$ cat src/rtl/seg_scan_driver_pkg.sv
// Shared types, segment table and hex decoder for the seven-segment scan driver.
package seg_pkg;

  typedef enum logic [1:0] {
    BLANK = 2'd0,
    LIT   = 2'd1,
    DARK  = 2'd2
  } scan_state_t;

  typedef logic [6:0] seg_t;

  // One committed or pending display image, as captured on load.
  typedef struct packed {
    logic [15:0] value;
    logic [3:0]  dig_en;
    logic [3:0]  dp;
    logic [3:0]  bright;
  } disp_cfg_t;

  // GFEDCBA, active-high, indexed by hex nibble.
  localparam seg_t SEG_HEX [16] = '{
    7'h3F, 7'h06, 7'h5B, 7'h4F, 7'h66, 7'h6D, 7'h7D, 7'h07,
    7'h7F, 7'h6F, 7'h77, 7'h7C, 7'h39, 7'h5E, 7'h79, 7'h71
  };

  function automatic seg_t hex2seg(input logic [3:0] nib);
    return SEG_HEX[nib];
  endfunction

endpackage

$ cat src/rtl/seg_scan_driver_if.sv
// Host-side load bus and active-low display pins of the scan driver.
interface seg_scan_driver_if;
  import seg_pkg::*;

  logic        load;
  logic [15:0] value;
  logic [3:0]  dig_en;
  logic [3:0]  dp_in;
  logic [3:0]  bright;
  seg_t        display_data;
  logic        dp_n;
  logic [3:0]  select;
  logic        frame_done;
  logic        pending;

  modport master (
    output load, value, dig_en, dp_in, bright,
    input  display_data, dp_n, select, frame_done, pending
  );

  modport slave (
    input  load, value, dig_en, dp_in, bright,
    output display_data, dp_n, select, frame_done, pending
  );

endinterface

$ cat src/rtl/seg_scan_driver_tick_gen.sv
// Scan prescaler: tick is a registered one-clock pulse every PRESCALE clocks;
// tick_pre is its combinational look-ahead, high the cycle before tick.
module seg_tick_gen #(
  parameter int PRESCALE = 1024
) (
  input  logic clk,
  input  logic rst,
  output logic tick,
  output logic tick_pre
);

  localparam int CW = (PRESCALE > 1) ? $clog2(PRESCALE) : 1;
  localparam logic [CW-1:0] CNT_LAST = CW'(PRESCALE - 1);

  if (PRESCALE < 2) begin : g_bad_prescale
    $error("seg_tick_gen: PRESCALE must be at least 2");
  end

  logic [CW-1:0] cnt_q, cnt_d;
  logic          tick_q, tick_d;

  always_comb begin
    cnt_d  = (cnt_q == CNT_LAST) ? '0 : cnt_q + 1'b1;
    tick_d = (cnt_d == CNT_LAST);
  end

  always_ff @(posedge clk or negedge rst) begin
    if (!rst) begin
      cnt_q  <= '0;
      tick_q <= 1'b0;
    end else begin
      cnt_q  <= cnt_d;
      tick_q <= tick_d;
    end
  end

  assign tick     = tick_q;
  assign tick_pre = tick_d;

endmodule

$ cat src/rtl/seg_scan_driver.sv
// Four-digit common-anode scan with per-slot blanking, PWM brightness and frame-aligned commits.
// Pins are registered and lag the scan FSM by one clock; the load bus is always accepted.
module seg_scan_driver
  import seg_pkg::*;
#(
  parameter int PRESCALE    = 1024,
  parameter int SLOT_TICKS  = 16,
  parameter int BLANK_TICKS = 1
) (
  input  logic             clk,
  input  logic             rst,
  seg_scan_driver_if.slave bus
);

  localparam int TW = (SLOT_TICKS > 1) ? $clog2(SLOT_TICKS) : 1;
  localparam logic [TW-1:0] T_LAST     = TW'(SLOT_TICKS - 1);
  localparam logic [TW-1:0] BLANK_LAST = TW'(BLANK_TICKS - 1);

  if (BLANK_TICKS < 1) begin : g_bad_blank_min
    $error("seg_scan_driver: BLANK_TICKS must be at least 1");
  end
  if (BLANK_TICKS + 15 > SLOT_TICKS) begin : g_bad_blank_fit
    $error("seg_scan_driver: BLANK_TICKS+15 must not exceed SLOT_TICKS");
  end

  logic tick, tick_pre;

  seg_tick_gen #(
    .PRESCALE (PRESCALE)
  ) u_tick_gen (
    .clk      (clk),
    .rst      (rst),
    .tick     (tick),
    .tick_pre (tick_pre)
  );

  disp_cfg_t   in_cfg;
  disp_cfg_t   pend_q, pend_d;
  disp_cfg_t   sh_q, sh_d;
  logic        pending_q, pending_d;
  scan_state_t state_q, state_d;
  logic [TW-1:0] t_q, t_d;
  logic [1:0]  dig_q, dig_d;
  logic [3:0]  lit_q, lit_d;
  logic        fd_q, fd_d;
  logic [3:0]  sel_q, sel_d;
  seg_t        seg_q, seg_d;
  logic        dpn_q, dpn_d;
  logic        slot_end;
  logic [3:0]  nib;

  assign in_cfg = '{value: bus.value, dig_en: bus.dig_en, dp: bus.dp_in, bright: bus.bright};

  // Slot timing and per-slot PWM state machine.
  always_comb begin
    state_d  = state_q;
    t_d      = t_q;
    dig_d    = dig_q;
    lit_d    = lit_q;
    slot_end = (t_q == T_LAST);
    if (tick) begin
      t_d = slot_end ? '0 : t_q + 1'b1;
      if (slot_end) begin
        dig_d = dig_q + 1'b1;
      end
      case (state_q)
        BLANK: begin
          if (t_q == BLANK_LAST) begin
            state_d = (sh_q.bright != 4'd0) ? LIT : DARK;
            lit_d   = '0;
          end
        end
        LIT: begin
          if (slot_end) begin
            state_d = BLANK;
          end else if (lit_q == (sh_q.bright - 4'd1)) begin
            state_d = DARK;
          end else begin
            lit_d = lit_q + 1'b1;
          end
        end
        DARK: begin
          if (slot_end) begin
            state_d = BLANK;
          end
        end
        default: state_d = BLANK;
      endcase
    end
  end

  // frame_done is registered from the look-ahead so it coincides with the wrapping tick.
  assign fd_d = tick_pre && (t_q == T_LAST) && (dig_q == 2'd3);

  // Coincident load and frame boundary bypasses the pending stage.
  always_comb begin
    pend_d    = pend_q;
    sh_d      = sh_q;
    pending_d = pending_q;
    if (bus.load && fd_q) begin
      sh_d      = in_cfg;
      pending_d = 1'b0;
    end else if (bus.load) begin
      pend_d    = in_cfg;
      pending_d = 1'b1;
    end else if (fd_q && pending_q) begin
      sh_d      = pend_q;
      pending_d = 1'b0;
    end
  end

  always_comb begin
    nib   = sh_q.value[{dig_q, 2'b00} +: 4];
    sel_d = 4'hF;
    seg_d = 7'h7F;
    dpn_d = 1'b1;
    if ((state_q == LIT) && sh_q.dig_en[dig_q]) begin
      sel_d = ~(4'b0001 << dig_q);
      seg_d = ~hex2seg(nib);
      dpn_d = ~sh_q.dp[dig_q];
    end
  end

  always_ff @(posedge clk or negedge rst) begin
    if (!rst) begin
      pend_q    <= '0;
      sh_q      <= '0;
      pending_q <= 1'b0;
      state_q   <= BLANK;
      t_q       <= '0;
      dig_q     <= 2'd0;
      lit_q     <= 4'd0;
      fd_q      <= 1'b0;
      sel_q     <= 4'hF;
      seg_q     <= 7'h7F;
      dpn_q     <= 1'b1;
    end else begin
      pend_q    <= pend_d;
      sh_q      <= sh_d;
      pending_q <= pending_d;
      state_q   <= state_d;
      t_q       <= t_d;
      dig_q     <= dig_d;
      lit_q     <= lit_d;
      fd_q      <= fd_d;
      sel_q     <= sel_d;
      seg_q     <= seg_d;
      dpn_q     <= dpn_d;
    end
  end

  assign bus.display_data = seg_q;
  assign bus.dp_n         = dpn_q;
  assign bus.select       = sel_q;
  assign bus.frame_done   = fd_q;
  assign bus.pending      = pending_q;

endmodule

$ cat src/flat_wrapper.sv
// flat-port wrapper written by rule: the top's interface ports become plain ports
module seg_scan_driver_flat import seg_pkg::*;
#(
  parameter int PRESCALE    = 1024,
  parameter int SLOT_TICKS  = 16,
  parameter int BLANK_TICKS = 1
)
  (clk, rst, bus_load, bus_value, bus_dig_en, bus_dp_in, bus_bright, bus_display_data, bus_dp_n, bus_select, bus_frame_done, bus_pending);
  seg_scan_driver_if bus_i ();
  input  logic clk;
  input  logic rst;
  input wire logic [$bits(bus_i.load)-1:0] bus_load;
  input wire logic [$bits(bus_i.value)-1:0] bus_value;
  input wire logic [$bits(bus_i.dig_en)-1:0] bus_dig_en;
  input wire logic [$bits(bus_i.dp_in)-1:0] bus_dp_in;
  input wire logic [$bits(bus_i.bright)-1:0] bus_bright;
  output wire logic [$bits(bus_i.display_data)-1:0] bus_display_data;
  output wire logic [$bits(bus_i.dp_n)-1:0] bus_dp_n;
  output wire logic [$bits(bus_i.select)-1:0] bus_select;
  output wire logic [$bits(bus_i.frame_done)-1:0] bus_frame_done;
  output wire logic [$bits(bus_i.pending)-1:0] bus_pending;
  assign bus_i.load = bus_load;
  assign bus_i.value = bus_value;
  assign bus_i.dig_en = bus_dig_en;
  assign bus_i.dp_in = bus_dp_in;
  assign bus_i.bright = bus_bright;
  assign bus_display_data = bus_i.display_data;
  assign bus_dp_n = bus_i.dp_n;
  assign bus_select = bus_i.select;
  assign bus_frame_done = bus_i.frame_done;
  assign bus_pending = bus_i.pending;
  seg_scan_driver #(.PRESCALE(PRESCALE), .SLOT_TICKS(SLOT_TICKS), .BLANK_TICKS(BLANK_TICKS)) u_core (.clk(clk), .rst(rst), .bus(bus_i));
endmodule
$ cat config.mk
export PLATFORM = sky130hd
export DESIGN_NAME = seg_scan_driver_flat
export DESIGN_NICKNAME = d
export VERILOG_FILES = /design/src/rtl/seg_scan_driver_pkg.sv /design/src/rtl/seg_scan_driver_if.sv /design/src/rtl/seg_scan_driver_tick_gen.sv /design/src/rtl/seg_scan_driver.sv /design/src/flat_wrapper.sv
export SDC_FILE = /design/constraint.sdc
export NUM_CORES = 1
export LEC_CHECK = 0
export BUFFER_PORTS_ARGS = -buffer_cell sky130_fd_sc_hd__buf_2
export CORE_ASPECT_RATIO = 0.7
export CORE_MARGIN = 3
export CORE_UTILIZATION = 50
export DETAILED_ROUTE_END_ITERATION = 10
export PLACE_DENSITY = 0.69
export SLEW_MARGIN = 25
export SYNTH_ARGS = -nofsm -noshare
export SYNTH_HDL_FRONTEND = slang
export SYNTH_SLANG_ARGS = --single-unit
$ cat constraint.sdc
create_clock -name clk -period 2.9 [get_ports clk]
set_input_delay 0.145 -clock clk [delete_from_list [all_inputs] [get_ports clk]]
set_output_delay 0.145 -clock clk [all_outputs]
set_load 0.02 [all_outputs]
[Word-level counts from Yosys, hierarchy flattened]
Memory sizes are Yosys's and may differ from the RTL's.
Index checks and enable logic that the tools add are counted.
W data, S select, Z words.
Cells by class
  add/subtract/negate cells: 5
  order comparisons: 2
  equal/unequal tests: 13
  shift-type cells: 2
  muxes and demuxes: 27
  bitwise operators: 5
  reduce and logical (&&, ||, !) cells: 16
Operators by type and width (count)
  $mux W28: 3
  $mux W7: 3
  $eq A10 B10 Y1 const B: 2
  $mux W4: 5
  $shiftx A16 B5 Y4: 1
  $add A10 B1 Y10 const B: 1
  $mux W10: 1
  $mux W2: 5
  $add A4 B1 Y4 const B: 2
  $pmux W4 S2: 1
  $not A7 Y7: 1
  $mux W1: 6
  $ne A2 B1 Y1 const B: 3
  $pmux W2 S3: 1
  $reduce_and A2 Y1: 3
  $ge A5 B5 Y1 const B: 1
  $logic_and A1 B1 Y1: 5
  $not A4 Y5: 1
  $reduce_and A5 Y1: 1
  $bmux W1 S2: 2
  $eq A2 B2 Y1 const B: 2
  $eq A4 B4 Y1: 1
  $eq A4 B4 Y1 const B: 1
  $logic_not A4 Y1: 1
  other kinds (14): 17
Storage, ports and cells
  flip-flop bits (word level): 93
  memory bits (read-only): 112
  input port bits: 31
  output and inout port bits: 14
  word-level logic and storage cells: 90
  memories: 1
Memory list
  (name not given): words 16, width 7, rd ports 1, clocked after Yosys merged registers in 0, wr ports 0, line seg_scan_driver_pkg.sv:27  | return SEG_HEX[nib];

[Longest topological paths before layout]
Gate-level depths: netlist of run 1.
  word-level depth: 7
  mapped depth: 7
  mapped depth without buffers: 7

[By module]
From an unflattened synthesis of run 1, not the netlist that was laid out.
Second synthesis, totals
  cells, all modules: 369
  area total of the unflattened synthesis: 4491.8 µm²
Modules (own cells, without submodules)
  seg_scan_driver: times used 1, cells an instance 321, area an instance 3981.3 µm², seq. area each 2067.0 µm²
  seg_tick_gen: times used 1, cells an instance 48, area an instance 510.5 µm², seq. area each 275.3 µm²

[Worst setup path after synthesis of run 1]
No wires, ideal clock.
  path kind: register -> register
  start: register u_core.dig_q[0]
  end: register u_core.seg_q[3], in the netlist u_core.bus.display_data[3]
  library setup time: 0.080 ns
  data arrival time: 2.004 ns
  setup slack: 0.817 ns
  stages on the path, launching flop included: 8
  buffers on the path: 1
  cells stage by stage: dfrtp_1 buf_6 mux4_1 inv_1 ha_1 inv_1 mux4_2 nand2b_1
On the way
  longest elaborated chain between the ends: 7
  elaborated cells on any way between the ends: 10
RTL lines
  start: declaration: line seg_scan_driver.sv:43  | logic [1:0] dig_q, dig_d;
  start signal: assignment: line seg_scan_driver.sv:143  | dig_q <= dig_d;
  $shiftx A16 B5 Y4: line seg_scan_driver.sv:113  | nib = sh_q.value[{dig_q, 2'b00} +: 4];
  $not A4 Y5 (implied by the code): line seg_scan_driver_pkg.sv:27
  $mem_v2 Z16 W7
  $mux W7 (implied by the code) (2 in series): line seg_scan_driver_pkg.sv:27
  $not A7 Y7: line seg_scan_driver.sv:119  | seg_d = ~hex2seg(nib);
  $mux W7 (*): line seg_scan_driver.sv:117  | if ((state_q == LIT) && sh_q.dig_en[dig_q]) begin
  named net u_core.seg_d[3]: line seg_scan_driver.sv:47  | seg_t seg_q, seg_d;
  end signal: assignment: line seg_scan_driver.sv:147  | seg_q <= seg_d;
  end: declaration: line seg_scan_driver.sv:47
Mark *: on every way through the listed nets, which the timed path passes. The rest lies on a longest branch. The select of a mux whose other input is x is not followed.
A chain may end at the register's enable or synchronous reset.

[Worst setup path after layout of run 1]
Same ends and word-level chain as after synthesis.

==> results of run 1 <==
-- worst max path at each step --
stage	cells past startpoint	slack, ps	from	to
2_1_floorplan	7	820	u_core.dig_q[0]$_DFFE_PN0P_	u_core.bus.display_data[3]$_DFF_PN1_
3_3_place_gp	6	840	u_core.dig_q[0]$_DFFE_PN0P_	u_core.bus.display_data[3]$_DFF_PN1_
4_1_cts	6	740	u_core.dig_q[0]$_DFFE_PN0P_	u_core.bus.display_data[3]$_DFF_PN1_
3_5_place_dp	6	740	u_core.dig_q[0]$_DFFE_PN0P_	u_core.bus.display_data[3]$_DFF_PN1_
5_1_grt	6	670	u_core.dig_q[0]$_DFFE_PN0P_	u_core.bus.display_data[3]$_DFF_PN1_
6_report	6	730	u_core.dig_q[0]$_DFFE_PN0P_	u_core.bus.display_data[3]$_DFF_PN1_
-- worst max-delay path: stages, from the launching register on --
cell	delay, ps
dfrtp_1	430
mux4_1	700
inv_1	170
ha_1	150
inv_1	40
mux4_2	440
nand2b_1	150
-- Yosys cell counts (all sizes together) (4+ instances only) --
cell,instances
xnor2,8
o21ai,7
o211ai,4
o221ai,4
inv,16
ha,16
buf,5
dfstp,12
nor3,5
nand3,5
nand2b,4
nand3b,28
mux2,31
xor2,6
nor2,12
clkbuf,18
a31oi,4
nand2,78
and3,5
dfrtp,81
a22o,29
mux4,7
a21oi,4
-- final cells by class --
cell class	instances	area (sq um)
Clock buffer	16	261.5
Multi-Input combinational cell	285	2126
Fill cell	716	3478
Inverter	16	60.06
Timing Repair Buffer	53	305.3
Tap cell	120	150.1
Sequential cell	93	2342
-- what timing repair did --
item	4_1_cts	5_1_grt
hold buffers	1	0
resized for setup	0	0
endpoints found under the hold margin	81	0
-- power by group --
part	switching [mW]	total (mW)	internal, mW
clock network	0.450	1.06	0.607
logic	0.0898	0.171	0.0810
registers	0.0200	1.36	1.34
-- metal layers --
metal	vias up	part of all wire, %	global-route usage (%)
li1	1564	-	-
met2	80	42	25.35
met5	-	0	0
met4	0	0.78	5.144
met1	1569	52	28.20
met3	9	5.2	5.479
-- per-stage QoR --
stage / util, % / hold WS (ps)
final: 60.13 / 49.15
after global routing: 60.13 / 36.93
after CTS: 60.13 / 37.19
after detailed placement: 57.01 / 236.3
after global placement: 57.01 / 234.5
after floorplan: - / -150.6
-- state kept, by name (all words and copies together) (netlist names) --
name / cells
u_core.bus.display_data: 7
u_core.bus.dp_n: 1
u_core.bus.frame_done: 1
u_core.bus.pending: 1
u_core.bus.select: 4
u_core.dig_q: 2
u_core.lit_q: 4
u_core.pend_q: 28
u_core.sh_q: 28
u_core.state_q: 2
u_core.t_q: 4
u_core.u_tick_gen.cnt_q: 10
u_core.u_tick_gen.tick: 1
-- cell families (layout without fill, tap and decap cells) --
logic type      count (synthesis)  after routing  share of synthesized area (%)
flops                          93             93                          50.61
compound gates                 64             64                          10.73
mux                            41             41                          12.00
xor+xnor                       14             14                          2.649
simple gates                  150            150                          16.17
buf+inv                        39             85                          3.514
fa+ha+maj                      16             16                          4.325
==> reports/metrics.csv, run 1 <==
metric,value,unit
Pins Over Slew Limit,0,
HP Class,input pin to flop,
GR Overflow Total,0,
# rows,28,
ranking of synthesized cells by area,"dfrtp_1 (44%), mux2_2 (7.5%), dfstp_2 (6.8%)",
Post-synth EDFFs,0,
global-route wire length before repair,15080,microns
GRT Total Usage,18.41,%
CTS Sinks,93,
post-CTS setup buffers,0,
Total Power,2.585,mW
post-synth cell types,44,
final hold vios,0,
final worst clock skew,5.665,ps
Final #Nets,505,
Rel. slew slack,52.64,%
register area share after synthesis,50.61,%
Hold Path Depth,2,
Tcrit/Tclk final,74.95,%
Required @ worst endpoint,3150,ps
synthesized cell area,4628,sq um
fmax,460.1,MHz
"most common cell after layout, fill and taps aside",dfrtp_1,
post-route minimum period,2174,ps
most frequent cells in the layout,"dfrtp_1 (81), nand2_1 (78), buf_2 (43)",
vias in the first global route,2979,
worst hold endpoint,u_core.pend_q[13]$_DFFE_PN0P_,
terminus of the critical flop-to-flop path,u_core.bus.display_data[3]$_DFF_PN1_,
GPL Wtd Cong,0.8008,
Area after DPL,4974,sq um
drt first pass iters,7,
CP startpoint kind,flop,
clock-pin slew on the worst setup and hold paths,60,ps
Max H-tree Level,3,
Post-Route WL,9067,microns
drt initial violations,339,
worst hold start,bus_value[1],
# Max-Cap Violations,0,
share of layout cells above drive strength 1,23.97,%
final non-filler cell total,583,
top-area cell type share of the netlist area,43.80,%
antenna violations before repair,0,
hpwl dp,6357,microns
setup violators final,0,
antenna cell count,0,
status,finished clean,
Port Buffers,44,
top_reg_cell synth,dfrtp_1,
Starting Density,53.06,%
I/O Pins,45,
cell taking the most area after synthesis,dfrtp_1,
setup TNS,0,ps
CTS tree,yes,
DIE WIDTH,121.0,microns
die span in y,86.50,microns
Die ar.,10470,sq um
Pleak,2.435,nW
reg-to-reg startpoint,u_core.dig_q[0]$_DFFE_PN0P_,
design area,5245,sq um
antenna-violating nets left,0,
Worst R2R Setup Slack,730,ps
Final WS setup,726.5,ps
clock latency on the worst-skew pair,340,ps
Cells after DPL,566,
CTS max path bufs,2,
worst-path fanout max,6,
Setup WS pre-CTS,743.0,ps
yosys warns,0,
Synth Register Bits,93,
Crit Path Class,flop to flop,
"FFs w/ async S/R, synth",100.0,%
# DRC,0,
largest net degree at the start of global routing,94,
CP Capture Type,flop,
Critical Path AT,2430,ps
vias post-DR,3222,
"IR drop worst, VDD",287.8,uV
Least-Margin Pin Slew,710.4,ps
wire per inst,15.55,microns
Worst R2R Path Depth,6,
Synth Area per Inst,11.10,sq um
Pwr Density,492.9,nW/um^2
Clock Tree Root,clkbuf_16,
Post-Syn Nets,464,
post-DR vias/cell,5.527,
Syn Inst Count,417,
CTS Buf Count,9,
P&R area growth vs syn,13.33,%
core region area,8723,sq um
RSZ-0062 raised after global routing,no,
Power figures use the tool's default switching activity.
==> inputs of run 2 (changes only) <==
==> constraint.sdc (replaced) <==
create_clock -name clk -period 2.1 [get_ports clk]
set_input_delay 0.105 -clock clk [delete_from_list [all_inputs] [get_ports clk]]
set_output_delay 0.105 -clock clk [all_outputs]
set_load 0.02 [all_outputs]
==> run 2 against run 1 <==
Register-to-register slack worse by 630 ps; worst hold slack worse by 39 ps; maximum frequency up 8.4%; global-route usage up 1.2 points; largest cell class unchanged.
==> reports/metrics.csv, run 2 (synthesis gave the netlist of run 1 again) <==
metric,value,unit
GR Overflow Total,0,
post-CTS setup buffers,0,
Worst R2R Path Depth,6,
antenna cell count,0,
CTS Sinks,93,
Setup WS pre-CTS,-13.53,ps
Max H-tree Level,3,
final hold vios,0,
antenna-violating nets left,0,
share of layout cells above drive strength 1,25.79,%
Total Power,3.684,mW
largest net degree at the start of global routing,66,
wire per inst,15.64,microns
Die ar.,10470,sq um
reg-to-reg startpoint,u_core.dig_q[0]$_DFFE_PN0P_,
Clock Tree Root,clkbuf_16,
final hold slack,10.12,ps
worst-path fanout max,5,
vias post-DR,3269,
terminus of the critical flop-to-flop path,u_core.bus.display_data[3]$_DFF_PN1_,
Starting Density,53.06,%
fmax,498.6,MHz
RSZ-0062 raised after global routing,no,
Required @ worst endpoint,2360,ps
CP Capture Type,flop,
Pwr Density,687.2,nW/um^2
GPL Wtd Cong,0.8130,
vias in the first global route,3175,
Critical path destination,u_core.bus.display_data[3]$_DFF_PN1_,
Regs by FF count,"u_core.pend_q (28), u_core.sh_q (28), u_core.u_tick_gen.cnt_q (10)",
post-route minimum period,2006,ps
drt initial violations,241,
core region area,8723,sq um
HP Class,input pin to flop,
Final Util,61.46,%
Critical Path AT,2260,ps
# Max-Cap Violations,0,
drt first pass iters,4,
P&R area growth vs syn,15.84,%
global-route wire length before repair,16020,microns
I/O Pins,45,
die span in y,86.50,microns
setup violators final,0,
Final #Nets,515,
clock latency on the worst-skew pair,340,ps
Hold Path Depth,2,
Post-Route WL,9275,microns
GRT Total Usage,19.60,%
CTS max path bufs,2,
# DRC,0,
Tcrit/Tclk final,95.51,%
final worst clock skew,6.069,ps
Least-Margin Pin Slew,544.0,ps
antenna violations before repair,0,
clock-pin slew on the worst setup and hold paths,60,ps
Crit Path Class,flop to flop,
DIE WIDTH,121.0,microns
Final WS setup,94.28,ps
"most common cell after layout, fill and taps aside",dfrtp_1,
"IR drop worst, VDD",440.4,uV
most frequent cells in the layout,"dfrtp_1 (80), nand2_1 (78), buf_2 (43)",
CTS Buf Count,9,
# rows,28,
hpwl dp,6504,microns
post-DR vias/cell,5.513,
status,finished clean,
Setup crit start,u_core.dig_q[0]$_DFFE_PN0P_,
setup TNS,0,ps
Worst R2R Setup Slack,90,ps
CP startpoint kind,flop,
CTS tree,yes,
Port Buffers,44,
Pins Over Slew Limit,0,
Pleak,2.484,nW
Rel. slew slack,63.26,%
-- run 2: changes by cell type in the layout (fill, tap and decap cells not counted), sizes merged --
cell         delta
buf             +4
dlygate4sd3     +6
-- run 2: worst max-delay path, stage by stage (launching register included) --
cell and delay (ps):
dfrtp_2 420, mux4_2 580, inv_1 140, ha_1 150, inv_1 50, mux4_2 440
nand2b_1 150
-- run 2: how the worst min path moves through the flow --
stage / from / to / slack, ps
finish: bus_bright[1] / u_core.pend_q[1]$_DFFE_PN0P_ / 10
global route: bus_value[15] / u_core.pend_q[27]$_DFFE_PN0P_ / 5
CTS: bus_value[15] / u_core.pend_q[27]$_DFFE_PN0P_ / 0.4
detailed placement: rst / u_core.u_tick_gen.cnt_q[2]$_DFF_PN0_ / 50
global placement: rst / u_core.u_tick_gen.cnt_q[5]$_DFF_PN0_ / 50
floorplan: rst / u_core.bus.frame_done$_DFF_PN0_ / -190
-- run 2: what timing repair did --
action | 4_1_cts | 5_1_grt
endpoints found under the hold margin | 34 | 0
hold buffers | 7 | 0
resized for setup | 2 | 2
setup endpoints to repair | 1 | 3
-- run 2: layout make-up --
cell class	instances	area, sq um
Multi-Input combinational cell	285	2121
Fill cell	710	3362
Timing Repair Buffer	63	395.4
Sequential cell	93	2344
Clock buffer	16	291.5
Inverter	16	60.06
Tap cell	120	150.1
-- run 2: power by group --
group	internal [mW]	switching [mW]
clock	0.934	0.634
sequential	1.85	0.0268
combinational	0.119	0.123
total	2.90	0.785
-- run 2: per-layer routing --
metal  vias up  GRT usage [%]  part of all wire, %  wire, microns
met5         -              0                    0              0
met4         0          5.556                  1.1            100
met1      1616          28.28                   51           4711
li1       1574              -                    -              -
met3         7          5.871                  4.8            449
met2        72          28.98                   43           4013
-- run 2: per-stage QoR --
stage | instances | cell area [sq um]
4_1_cts | 593 | 5358
3_3_place_gp | 570 | 5004
2_1_floorplan | 417 | 4628
6_report | 593 | 5361
5_1_grt | 593 | 5361
3_5_place_dp | 570 | 5004
